<file path="config.mk">
export PLATFORM = sky130hd
export DESIGN_NAME = operand_issue
export DESIGN_NICKNAME = d
export VERILOG_FILES = /design/src/rtl/operand_issue_pkg.sv /design/src/rtl/operand_issue_regfile.sv /design/src/rtl/operand_issue.sv
export SDC_FILE = /design/constraint.sdc
export NUM_CORES = 1
export LEC_CHECK = 0
export BUFFER_PORTS_ARGS = -buffer_cell sky130_fd_sc_hd__buf_2
export CAP_MARGIN = 15
export CORE_UTILIZATION = 50
export DETAILED_ROUTE_END_ITERATION = 10
export GPL_ROUTABILITY_DRIVEN = 0
export PLACE_DENSITY = 0.69
export REMOVE_ABC_BUFFERS = 1
export SYNTH_ARGS = -nofsm -noshare
export SYNTH_HDL_FRONTEND = slang
export SYNTH_SLANG_ARGS = --single-unit
</file>
<file path="constraint.sdc">
create_clock -name clk -period 3 [get_ports clk]
set_clock_uncertainty 0.05 [all_clocks]
set_input_delay 0.15 -clock clk [delete_from_list [all_inputs] [get_ports clk]]
set_output_delay 0.15 -clock clk [all_outputs]
set_load 0.005 [all_outputs]
</file>
<file path="src/rtl/operand_issue_pkg.sv">
// Shared definitions for the operand-fetch/issue slice: ALU op codes, default widths, register index type.
// Pure declarations; no logic, no timing.
package operand_issue_pkg;

  localparam int DATA_W_DEF = 32;
  localparam int NREG_DEF   = 8;
  localparam int OP_W_DEF   = 3;
  localparam int IDX_W_DEF  = $clog2(NREG_DEF);

  localparam logic [OP_W_DEF-1:0] OP_ADD = 3'b000;
  localparam logic [OP_W_DEF-1:0] OP_SUB = 3'b001;

  typedef logic [IDX_W_DEF-1:0] reg_idx_t;

endpackage

</file>
<file path="src/rtl/operand_issue_regfile.sv">
// 2-read/1-write register file: combinational reads with write-to-read bypass, register 0 hardwired to zero.
// Reads are zero-latency, writes land on the next rising edge; no backpressure.
module regfile_2r1w
  import operand_issue_pkg::*;
#(
  parameter int DATA_W = DATA_W_DEF,
  parameter int NREG   = NREG_DEF
) (
  input  logic                    clk,
  input  logic                    rst_n,
  input  logic [$clog2(NREG)-1:0] rd_addr_a,
  output logic [DATA_W-1:0]       rd_data_a,
  input  logic [$clog2(NREG)-1:0] rd_addr_b,
  output logic [DATA_W-1:0]       rd_data_b,
  input  logic                    wr_en,
  input  logic [$clog2(NREG)-1:0] wr_addr,
  input  logic [DATA_W-1:0]       wr_data
);

  localparam int IDX_W = $clog2(NREG);

  logic [DATA_W-1:0] regs [NREG];

  always_ff @(posedge clk or negedge rst_n) begin
    if (!rst_n) begin
      for (int i = 0; i < NREG; i++) begin
        regs[i] <= '0;
      end
    end else if (wr_en && (wr_addr != '0)) begin
      regs[wr_addr] <= wr_data;
    end
  end

  // A read that coincides with a write of the same register sees the new value.
  function automatic logic [DATA_W-1:0] read_port(input logic [IDX_W-1:0] addr);
    logic [DATA_W-1:0] val;
    val = regs[addr];
    if (addr == '0) begin
      val = '0;
    end else if (wr_en && (wr_addr == addr)) begin
      val = wr_data;
    end
    return val;
  endfunction

  always_comb begin
    rd_data_a = read_port(rd_addr_a);
    rd_data_b = read_port(rd_addr_b);
  end

endmodule

</file>
<file path="src/rtl/operand_issue.sv">
// Operand fetch/issue ahead of the ALU: reads rs1/rs2 (or imm), tracks pending writers, registers operands; 1-cycle latency.
// Holds output while out_ready is low; in_ready drops on a stalled output or a RAW hazard not resolved by this cycle's writeback.
module operand_issue
  import operand_issue_pkg::*;
#(
  parameter int DATA_W = DATA_W_DEF,
  parameter int NREG   = NREG_DEF,
  parameter int OP_W   = OP_W_DEF
) (
  input  logic                    clk,
  input  logic                    rst_n,
  input  logic                    in_valid,
  output logic                    in_ready,
  input  logic [OP_W-1:0]         in_op,
  input  logic [$clog2(NREG)-1:0] in_rs1,
  input  logic [$clog2(NREG)-1:0] in_rs2,
  input  logic [$clog2(NREG)-1:0] in_rd,
  input  logic                    in_use_imm,
  input  logic [DATA_W-1:0]       in_imm,
  output logic                    out_valid,
  input  logic                    out_ready,
  output logic [DATA_W-1:0]       operand1,
  output logic [DATA_W-1:0]       operand2,
  output logic [OP_W-1:0]         operation,
  output logic [$clog2(NREG)-1:0] out_rd,
  input  logic                    wb_en,
  input  logic [$clog2(NREG)-1:0] wb_rd,
  input  logic [DATA_W-1:0]       wb_data
);

  localparam int IDX_W = $clog2(NREG);

  typedef struct packed {
    logic [OP_W-1:0]   op;
    logic [IDX_W-1:0]  rd;
    logic [DATA_W-1:0] opa;
    logic [DATA_W-1:0] opb;
  } issue_t;

  logic [DATA_W-1:0] rd_data_a;
  logic [DATA_W-1:0] rd_data_b;
  logic [NREG-1:0]   pend;
  logic              hazard_rs1;
  logic              hazard_rs2;
  logic              hazard;
  logic              accept;
  issue_t            out_q;
  issue_t            out_d;

  regfile_2r1w #(
    .DATA_W (DATA_W),
    .NREG   (NREG)
  ) u_regfile (
    .clk       (clk),
    .rst_n     (rst_n),
    .rd_addr_a (in_rs1),
    .rd_data_a (rd_data_a),
    .rd_addr_b (in_rs2),
    .rd_data_b (rd_data_b),
    .wr_en     (wb_en),
    .wr_addr   (wb_rd),
    .wr_data   (wb_data)
  );

  // A writeback landing this cycle resolves the dependency through the read bypass.
  always_comb begin
    hazard_rs1 = pend[in_rs1] && (in_rs1 != '0) && !(wb_en && (wb_rd == in_rs1));
    hazard_rs2 = !in_use_imm && pend[in_rs2] && (in_rs2 != '0)
                 && !(wb_en && (wb_rd == in_rs2));
    hazard     = hazard_rs1 || hazard_rs2;
    in_ready   = (!out_valid || out_ready) && !hazard;
    accept     = in_valid && in_ready;
  end

  always_comb begin
    out_d     = out_q;
    out_d.op  = in_op;
    out_d.rd  = in_rd;
    out_d.opa = rd_data_a;
    out_d.opb = in_use_imm ? in_imm : rd_data_b;
  end

  always_ff @(posedge clk or negedge rst_n) begin
    if (!rst_n) begin
      out_valid <= 1'b0;
      out_q     <= '0;
    end else if (accept) begin
      out_valid <= 1'b1;
      out_q     <= out_d;
    end else if (out_ready) begin
      out_valid <= 1'b0;
    end
  end

  // Set after clear: a newly accepted producer of the same register stays outstanding.
  always_ff @(posedge clk or negedge rst_n) begin
    if (!rst_n) begin
      pend <= '0;
    end else begin
      for (int i = 1; i < NREG; i++) begin
        if (accept && (in_rd == IDX_W'(i))) begin
          pend[i] <= 1'b1;
        end else if (wb_en && (wb_rd == IDX_W'(i))) begin
          pend[i] <= 1'b0;
        end
      end
      pend[0] <= 1'b0;
    end
  end

  assign operand1  = out_q.opa;
  assign operand2  = out_q.opb;
  assign operation = out_q.op;
  assign out_rd    = out_q.rd;

endmodule
</file>
==> results of run 1 <==
==> sequential cells by signal (all words and copies together), names as in the netlist <==
name and flops:
operation 3, out_rd 3, u_regfile.regs 224, out_valid 1
pend 7, operand2 32, operand1 32
==> cells in the final DEF (no fill, tap or decap), types with 8 or more instances in the layout <==
master and count:
a32o_1 24, o22a_1 38, buf_12 8, nor2_1 43, clkbuf_8 8, mux2i_1 53, o2bb2ai_1 21, clkbuf_1 8
inv_1 51, buf_4 43, a211o_1 11, mux2_4 9, a21oi_1 64, o22ai_1 81, dlygate4sd3_1 70, nand2_1 76
a211oi_1 26, a2bb2oi_1 27, dfrtp_1 302, mux2_2 254, o21ai_0 56, o31ai_1 24, buf_2 153, clkbuf_16 36
o32ai_1 11, a32oi_1 29
==> area by class of cell <==
type | instances | area, µm² | share of cell area, %
Clock buffer | 52 | 1040 | 5.56
Timing Repair Buffer | 275 | 1960 | 10.5
Inverter | 52 | 195 | 1.04
Multi-Input combinational cell | 901 | 7380 | 39.4
Tap cell | 396 | 495 | 2.65
Clock inverter | 8 | 86.3 | 0.461
Sequential cell | 302 | 7560 | 40.4
==> worst max-delay path: stages (launching register included) <==
cell           delay (ns)
dfrtp_1              0.40
mux4_2               0.48
o311ai_1             0.11
o211a_1              0.25
nand3b_4             0.10
buf_12               0.24
o41ai_2              0.22
dlygate4sd3_1        0.59
==> power breakdown <==
group	internal [mW]	switching, mW	total (mW)
Sequential	5.20	0.769	5.97
Combinational	1.92	1.54	3.46
Clock	2.49	1.68	4.17
Total	9.61	3.99	13.6
==> worst max path at each step <==
stage | end | cells past startpoint
detailed placement | operand1[10] | 6
finish | pend[1] | 7
global route | pend[1] | 7
global placement | operand2[3] | 7
floorplan | u_regfile.regs[160] | 3
CTS | pend[1] | 7
==> metal layers <==
metal	part of all wire, %	up-vias	track usage [%]
met4	3.1	0	10.3
met2	48	530	50.4
met3	6.5	109	4.88
met5	0	-	0
li1	-	5578	-
met1	42	6407	39.3
==> cells by family after synthesis <==
family,after synthesis
AND/OR/NAND/NOR,153
XOR/XNOR,5
buffers and inverters,181
AO/OA/AOI/OAI,424
multiplexers,319
flip-flops,302
==> per-stage QoR <==
step	instance area, µm²	setup slack [ns]	utilization, %	TNS (ns)
after floorplan	15100	-0.454	-	-31.31
after global placement	16900	0.651	55.1	0
after detailed placement	16900	0.625	55.1	0
after CTS	18700	0.490	61.0	0
after global routing	18700	0.363	61.0	0
final	18700	0.486	61.0	0
==> Yosys cell counts (2+ instances only) <==
master       n
o22a_1      38
o22ai_1     81
xnor2_1      3
xor2_1       2
a211oi_1    26
o32ai_1     11
mux2_2     254
nand2_1     76
o2bb2ai_1   21
inv_1       51
o31ai_1     25
nand4b_1     3
nand2b_1     8
nor2_1      44
or2_2        4
clkbuf_1    85
and2_1       5
o21ai_0     56
buf_6        3
nor3_1       3
nand3_1      2
buf_2       35
mux2_4       9
a31oi_1      4
a32oi_1     29
o32ai_2      2
dfrtp_1    302
buf_1        6
nor3b_1      2
mux2_1       2
a2bb2oi_1   27
mux2i_1     53
a21oi_1     64
a211o_1     11
a32o_1      24
==> repair_timing <==
| item | 4_1_cts | 5_1_grt |
|---|---|---|
| hold buffers | 70 | 0 |
| setup buffers | 0 | 0 |
| hold endpoints to repair | 341 | 0 |
==> summary.txt, run 1 <==
Pwr
  – Tot Pwr: 13.6 mW
  – Pwr Density: about 730 nW/µm²
  – Worst vdd ir: 457 µV
  – Pleak: ~8.3 nW

Route
  – Post-DRT Antenna Nets: 0
  – Initial DRC Count: roughly 1100
  – Pre-Repair DR Iteration Count: 5
  – Vias per inst: 6.36
  – DRC: 0
  – Vias: approximately 13000
  – Routed WL: around 47000 µm
  – Drt wl/cell: around 24 µm

Global routing
  – GRT overflow: 0
  – Vias in the first global route: 12600
  – Largest net degree at the start of global routing: 99
  – First-pass GRT wire length: approximately 73000 µm
  – Total GRT Usage: 30.0%
  – Initial antenna violation count: 0

Finish
  – Fill count: 2524
  – N_diodes: 0
  – Share of layout cells above drive strength 1: 33.9%
  – Final nets: 1652
  – Final cell count without fillers: just under 2000
  – Area growth syn-to-layout: 19.7%

Worst setup path
  – CP Capture Type: register
  – CP Class: reg2reg
  – Data arrival, critical path: 2.90 ns
  – Critical Path Start Type: register
  – Crit Path Max Fanout: 56
  – Critical Path Start: pend[7]
  – R2R cell count: 7
  – Reg2reg start: pend[7]
  – Worst path required time: 3.38 ns
  – R2r setup slk: 0.49 ns
  – Worst r2r dst: pend[1]

Clocking
  – CTS tree: done
  – CTS Buf Count: 35
  – PostCTS Resize Cnt: 0
  – Clock Path Buffers: 3
  – Root Buffer: clkbuf_16
  – TritonCTS Sinks: just over 300
  – Clock transition at path regs: about 0.05 ns
  – Clk_lat worst skew: 0.52 ns
  – H-tree depth: 2

Flow run
  – Maxcap violations: 0

Floorplanning
  – Die height: 179 µm
  – Initial Utilization: 51.0%
  – Die width: 179 µm
  – # rows: 64
  – I/O pins: 157
  – Core area: 30700 µm²
  – Full die area: between 30000 and 40000 µm²

Synthesis
  – Main synth FF type: dfrtp_1
  – Synth area leaders: dfrtp_1, mux2_2, mux2i_1, o22ai_1, o22a_1
  – Synth area leader: dfrtp_1
  – Yosys cell types: 48
  – #FFs+latches synth: 302
  – Synthesis warning total: 0
  – Compound-Gate Fraction of Synth Area: 19.5%
  – Synth Area in XOR/XNOR: less than 1%
  – FFs w/ async S/R, synth: 100%
  – Yosys top cell area share: 48.3%
  – Syn Std Cell Area: around 16000 µm²
  – Adder-Cell Fraction of Synth Area: 0%
  – Mapped Cells: 1384
  – Avg Cell Area, Syn: approximately 11 µm²
  – Sequential fraction of the synthesis area: 48.3%
  – Largest family of logic cells by synthesized area: multiplexers
  – Post-synthesis mux area share: 22.8%
  – Post-Synth Simple-Gate Area: 4.37%
  – Number of flops mapped to enable cells by yosys: 0

Timing
  – Crit path time final: between 2 and 3 ns
  – Slew HR: 44.0%
  – Tcrit/Tclk final: 83.8%
  – Max frequency: a little under 400 MHz
  – RSZ-0062 raised after global routing: false
  – Fin Hold WS: ~0.014 ns
  – Final Setup Violations: 0
  – Final Hold Fails: 0
  – Fin. max-slew vios: 0
  – Worst Max-Slew Pin Slew: between 0.8 and 0.9 ns

Min path
  – Worst Hold Depth: 4
  – Hold Path Class: in2reg
  – Hold EP: operand2[13]
  – Worst hold start: in_imm[13]

Placement
  – I/O Buffers: 156
  – Dpl cells: 1856
  – HPWL after DPL: around 27000 µm

Run status
  – Outcome: complete, no violations
(Power assumes the default switching activity.)
==> inputs of run 2 (changes only) <==
- clock period: 3 -> 2.6 ns (I/O delays scaled with it)
==> run 2 against run 1 <==
Effect of this change: sequential power increased by 16%; first-iteration DRC count decreased by 6.7%; die area unchanged; maximum frequency increased by 0.93%; critical endpoint is now pend[6]; largest power group unchanged; highest routed layer unchanged.
==> summary.txt, run 2 (synthesized netlist as in run 1, its figures left out) <==
Route
  – Drt wl/cell: between 20 and 25 µm
  – DRC: 0
  – Post-DRT Antenna Nets: 0
  – Routed WL: ~48000 µm
  – Vias: between 10000 and 15000
  – Pre-Repair DR Iteration Count: 6
  – Vias per inst: 6.40
  – Initial DRC Count: between 1000 and 1500

Global routing
  – Largest net degree at the start of global routing: 91
  – Most Crowded Layer GR: met2
  – Initial antenna violation count: 0
  – First-pass GRT wire length: between 70000 and 80000 µm
  – Vias in the first global route: about 13000
  – GRT overflow: 0
  – Met3 Usage GRT: 4.62%
  – Met1 Use GR: between 30% and 40%
  – GR Util met2: 50.2%
  – Total GRT Usage: a little over 30%

Finish
  – Reg with most FFs: u_regfile.regs
  – Post-Route Utilization: 61.4%
  – Max reg flops: 224
  – Final Cell Area: about 19000 µm²
  – Share of layout cells above drive strength 1: 34.2%
  – Area growth syn-to-layout: 20.3%
  – Most common cell after layout, fill and taps aside: dfrtp_1
  – Final nets: 1667
  – N_diodes: 0
  – Commonest non-fill, non-tap cells in the layout: dfrtp_1, mux2_2, buf_2

Flow run
  – Maxcap violations: 0

Clocking
  – TritonCTS Sinks: 302
  – H-tree depth: 2
  – CTS Buf Count: 34
  – Clock transition at path regs: 0.06 ns
  – PostCTS Resize Cnt: 0
  – Clk_lat worst skew: 0.51 ns
  – CTS tree: done
  – Root Buffer: clkbuf_16
  – Clock Path Buffers: 3

Worst setup path
  – R2R cell count: 7
  – Worst path required time: 2.99 ns
  – R2r setup slk: around 0.11 ns
  – Crit Path Max Fanout: 20
  – Reg2reg start: pend[7]
  – Critical Path Start Type: register
  – Data arrival, critical path: 2.88 ns
  – Worst r2r dst: pend[6]
  – CP Capture Type: register
  – CP Class: reg2reg

Floorplanning
  – Full die area: around 32000 µm²
  – Initial Utilization: 51.0%
  – # rows: 64
  – Die height: between 150 and 200 µm
  – Core area: between 30000 and 40000 µm²
  – Die width: 179 µm
  – I/O pins: 157

Pwr
  – Worst vdd ir: approximately 460 µV
  – Pleak: between 8 and 9 nW
  – Pwr Density: about 830 nW/µm²

Timing
  – Final Setup Violations: 0
  – Tcrit/Tclk final: between 90% and 100%
  – Slew HR: 27.1%
  – Max frequency: around 400 MHz
  – Crit path time final: 2.49 ns
  – Final Hold Fails: 0
  – Fin. max-slew vios: 0
  – Worst Max-Slew Pin Slew: 1.09 ns
  – RSZ-0062 raised after global routing: false
  – Final TNS setup: 0 ns

Run status
  – Outcome: complete, no violations

Min path
  – Hold EP: operand2[5]
  – Hold Path Class: in2reg
  – Worst Hold Depth: 4
  – Worst hold start: in_imm[5]

Placement
  – HPWL after DPL: 28900 µm
  – Placed Area: 17000 µm²
  – I/O Buffers: about 160
-- run 2: changes by cell type in the layout (fill, tap and decap cells not counted), sizes merged --
cell and change:
buf +14, clkinv -4, clkinvlp -1, dlygate4sd3 +2, clkbuf +1
-- run 2: worst max-delay path by stage --
stage	depth (start not counted)	slack [ns]	endpoint	startpoint
after detailed placement	7	0.14	operand1[23]	in_rs1[0]
after floorplan	3	-0.83	u_regfile.regs[160]	wb_rd[2]
after global routing	7	0.02	pend[1]	pend[7]
after global placement	7	0.20	operand1[24]	in_rs1[0]
final	7	0.11	pend[6]	pend[7]
after CTS	7	0.09	pend[6]	pend[7]
-- run 2: power by group --
group,leakage (nW),total (mW),switching (mW),internal (mW)
Combinational,4.19,4.05,1.80,2.25
Sequential,3.68,6.91,0.903,6.01
Clock,0.529,4.71,1.89,2.82
Total,8.40,15.7,4.60,11.1
-- run 2: metrics by stage --
step           setup slack, ns  power, mW  hold slack [ns]  cells
2_1_floorplan           -0.834       9.16           -0.216   1255
3_3_place_gp             0.199       10.7          -0.0926   1870
5_1_grt                 0.0160       16.5           0.0171   1998
3_5_place_dp             0.138       10.9          -0.0954   1870
6_report                 0.109       15.7           0.0132   1998
4_1_cts                 0.0934       15.7          0.00153   1997
-- run 2: routing by layer --
layer / vias up / part of all wire [%]
met5: - / 0
met4: 0 / 3.1
met3: 124 / 7.6
met2: 617 / 48
met1: 6441 / 41
li1: 5603 / -
-- run 2: layout make-up --
class	count	area, µm²
clock buffer	53	1030
clock inverter	3	43.8
fill	2467	11800
inverter	52	195
multi-input combinational	901	7380
sequential	302	7560
tap	396	495
timing repair buffer	291	2110
-- run 2: worst max-delay path: stages (launching register included) --
cell           delay (ns)
dfrtp_1              0.40
mux4_2               0.49
o311ai_1             0.12
o211a_1              0.26
nand3b_4             0.13
buf_12               0.19
o31ai_1              0.21
dlygate4sd3_1        0.57
-- run 2: timing repair --
action / CTS / global route
endpoints found under the setup margin: 0 / 1
buffers inserted: 0 / 0
hold buffers: 71 / 1
hold endpoints to repair: 559 / 1
==> inputs of run 3 (changes only) <==
- clock period: 2.6 -> 2.9 ns (I/O delays scaled with it)
==> run 3 against run 2 <==
Effect of this change: global-route usage about the same; power down 8.7%; register-to-register slack better by 0.21 ns; cell count down 0.10%; die area unchanged; hold slack worse by 0.0039 ns; routed wire length up 0.27%; sequential power down 11%; sequential cell count unchanged; sequential share of layout area down 0.11 points; via count about the same; setup slack better by 0.21 ns.
==> summary.txt, run 3 (synthesized netlist as in run 1, its figures left out) <==
Run status
  – Outcome: complete, no violations

Global routing
  – GRT overflow: 0
  – Total GRT Usage: 30.3%
  – Initial antenna violation count: 0
  – First-pass GRT wire length: 73900 µm
  – Vias in the first global route: around 13000
  – Largest net degree at the start of global routing: 108

Timing
  – Tcrit/Tclk final: 89.1%
  – Slew HR: a little under half
  – RSZ-0062 raised after global routing: false
  – Fin. max-slew vios: 0
  – Worst Max-Slew Pin Slew: 0.812 ns
  – Final Hold Fails: 0
  – Max frequency: 387 MHz
  – Final Setup Violations: 0
  – Fin Hold WS: just over 0.009 ns
  – Crit path time final: 2.58 ns
  – Final TNS setup: 0 ns

Worst setup path
  – R2R cell count: 6
  – Worst path required time: between 3 and 4 ns
  – CP Class: reg2reg
  – R2r setup slk: 0.32 ns
  – Delay-heaviest family, CP: compound AO/OA/AOI/OAI gates
  – CP max-delay cell: dlygate4sd3_1
  – Critical Path Start: pend[7]
  – Crit Path Max Fanout: 15
  – Worst r2r dst: pend[6]
  – Slowest stage delay, CP: 0.58 ns
  – Critical Path Start Type: register
  – WP buf/inv: 1
  – CP Capture Type: register
  – End of the critical path: pend[6]
  – Levels on crit path: 6
  – Reg2reg start: pend[7]
  – Cell-by-cell trace of the critical path: mux4_2 -> o311ai_1 -> o211a_1 -> nand3b_4 -> o31ai_1 -> dlygate4sd3_1
  – Data arrival, critical path: 2.97 ns

Floorplanning
  – Core area: 30700 µm²
  – Die height: 179 µm
  – I/O pins: 157
  – Initial Utilization: 51.0%
  – Full die area: between 30000 and 40000 µm²
  – # rows: 64
  – Die width: 179 µm

Clocking
  – Root Buffer: clkbuf_16
  – CTS Buf Count: 34
  – TritonCTS Sinks: 302
  – H-tree depth: 2
  – CTS tree: done
  – Clock Path Buffers: 3
  – Setup Fix Bufs, Post-CTS: 0
  – Clk_lat worst skew: 0.52 ns
  – Clock transition at path regs: 0.06 ns

Finish
  – N_diodes: 0
  – Share of layout cells above drive strength 1: between 30% and 40%
  – Final nets: between 1500 and 2000
  – Area growth syn-to-layout: 20.7%
  – Most common cell after layout, fill and taps aside: dfrtp_1
  – Final cell count without fillers: approximately 2000
  – Commonest non-fill, non-tap cells in the layout: dfrtp_1, mux2_2, buf_2
  – Max reg flops: 224
  – Fill count: 2476
  – Reg with most FFs: u_regfile.regs

Route
  – Pre-Repair DR Iteration Count: 5
  – Vias: roughly 13000
  – Initial DRC Count: 1168
  – DRC: 0
  – Top Metal Used: met4
  – Post-DRT Antenna Nets: 0
  – Drt wl/cell: between 20 and 25 µm
  – Met2 routed wirelength: ~23000 µm
  – Routed WL: between 40000 and 50000 µm
  – Wl on met1: 20100 µm
  – Met3 WL: roughly 3500 µm
  – Vias per inst: 6.40

Placement
  – I/O Buffers: 156
  – HPWL after DPL: about 28000 µm
  – Dpl cells: 1865

Min path
  – Hold Path Class: in2async

Pwr
  – Pwr Density: 758 nW/µm²
  – Tot Pwr: 14.3 mW
  – Worst vdd ir: 465 µV
  – Pleak: ~8.4 nW

Flow run
  – Maxcap violations: 0
==> run 3: cell type report <==
| cell class | count | area (µm²) | area share (%) |
|---|---|---|---|
| clock buffer | 46 | 987 | 5.23 |
| timing repair buffer | 286 | 2080 | 11.0 |
| multi-input combinational | 901 | 7380 | 39.1 |
| inverter | 52 | 195 | 1.03 |
| sequential | 302 | 7560 | 40.0 |
| clock inverter | 13 | 176 | 0.935 |
| tap | 396 | 495 | 2.62 |
==> run 3: metal layers <==
layer	GRT usage (%)	up-vias
met2	50.1	582
met3	5.05	112
met5	0	-
li1	-	5589
met1	40.2	6496
met4	9.99	0
==> run 3: how the worst min path moves through the flow <==
stage                from      endpoint  slack (ns)  depth (start not counted)
global route        rst_n   operand1[7]        0.02                          2
CTS                 rst_n  operand2[22]       0.004                          2
finish              rst_n  operand2[22]       0.009                          2
detailed placement  rst_n  operand2[22]       -0.07                          1
global placement    rst_n  operand2[22]       -0.07                          1
floorplan           rst_n   operand1[0]       -0.20                          0
==> run 3: metrics by stage <==
stage | util, % | cell area [µm²] | setup slack [ns]
after floorplan | - | 15100 | -0.549
after global placement | 55.4 | 17000 | 0.565
after CTS | 61.5 | 18900 | 0.354
final | 61.5 | 18900 | 0.317
after global routing | 61.5 | 18900 | 0.205
after detailed placement | 55.4 | 17000 | 0.503
==> run 3: what timing repair did <==
item / CTS / global route
gates resized for setup: 0 / 0
hold buffers: 71 / 0
hold endpoints to repair: 555 / 0
==> run 3: where the power goes <==
part	internal, mW	total [mW]	switching [mW]
clock	2.74	4.50	1.76
combinational	2.01	3.63	1.61
sequential	5.38	6.17	0.792
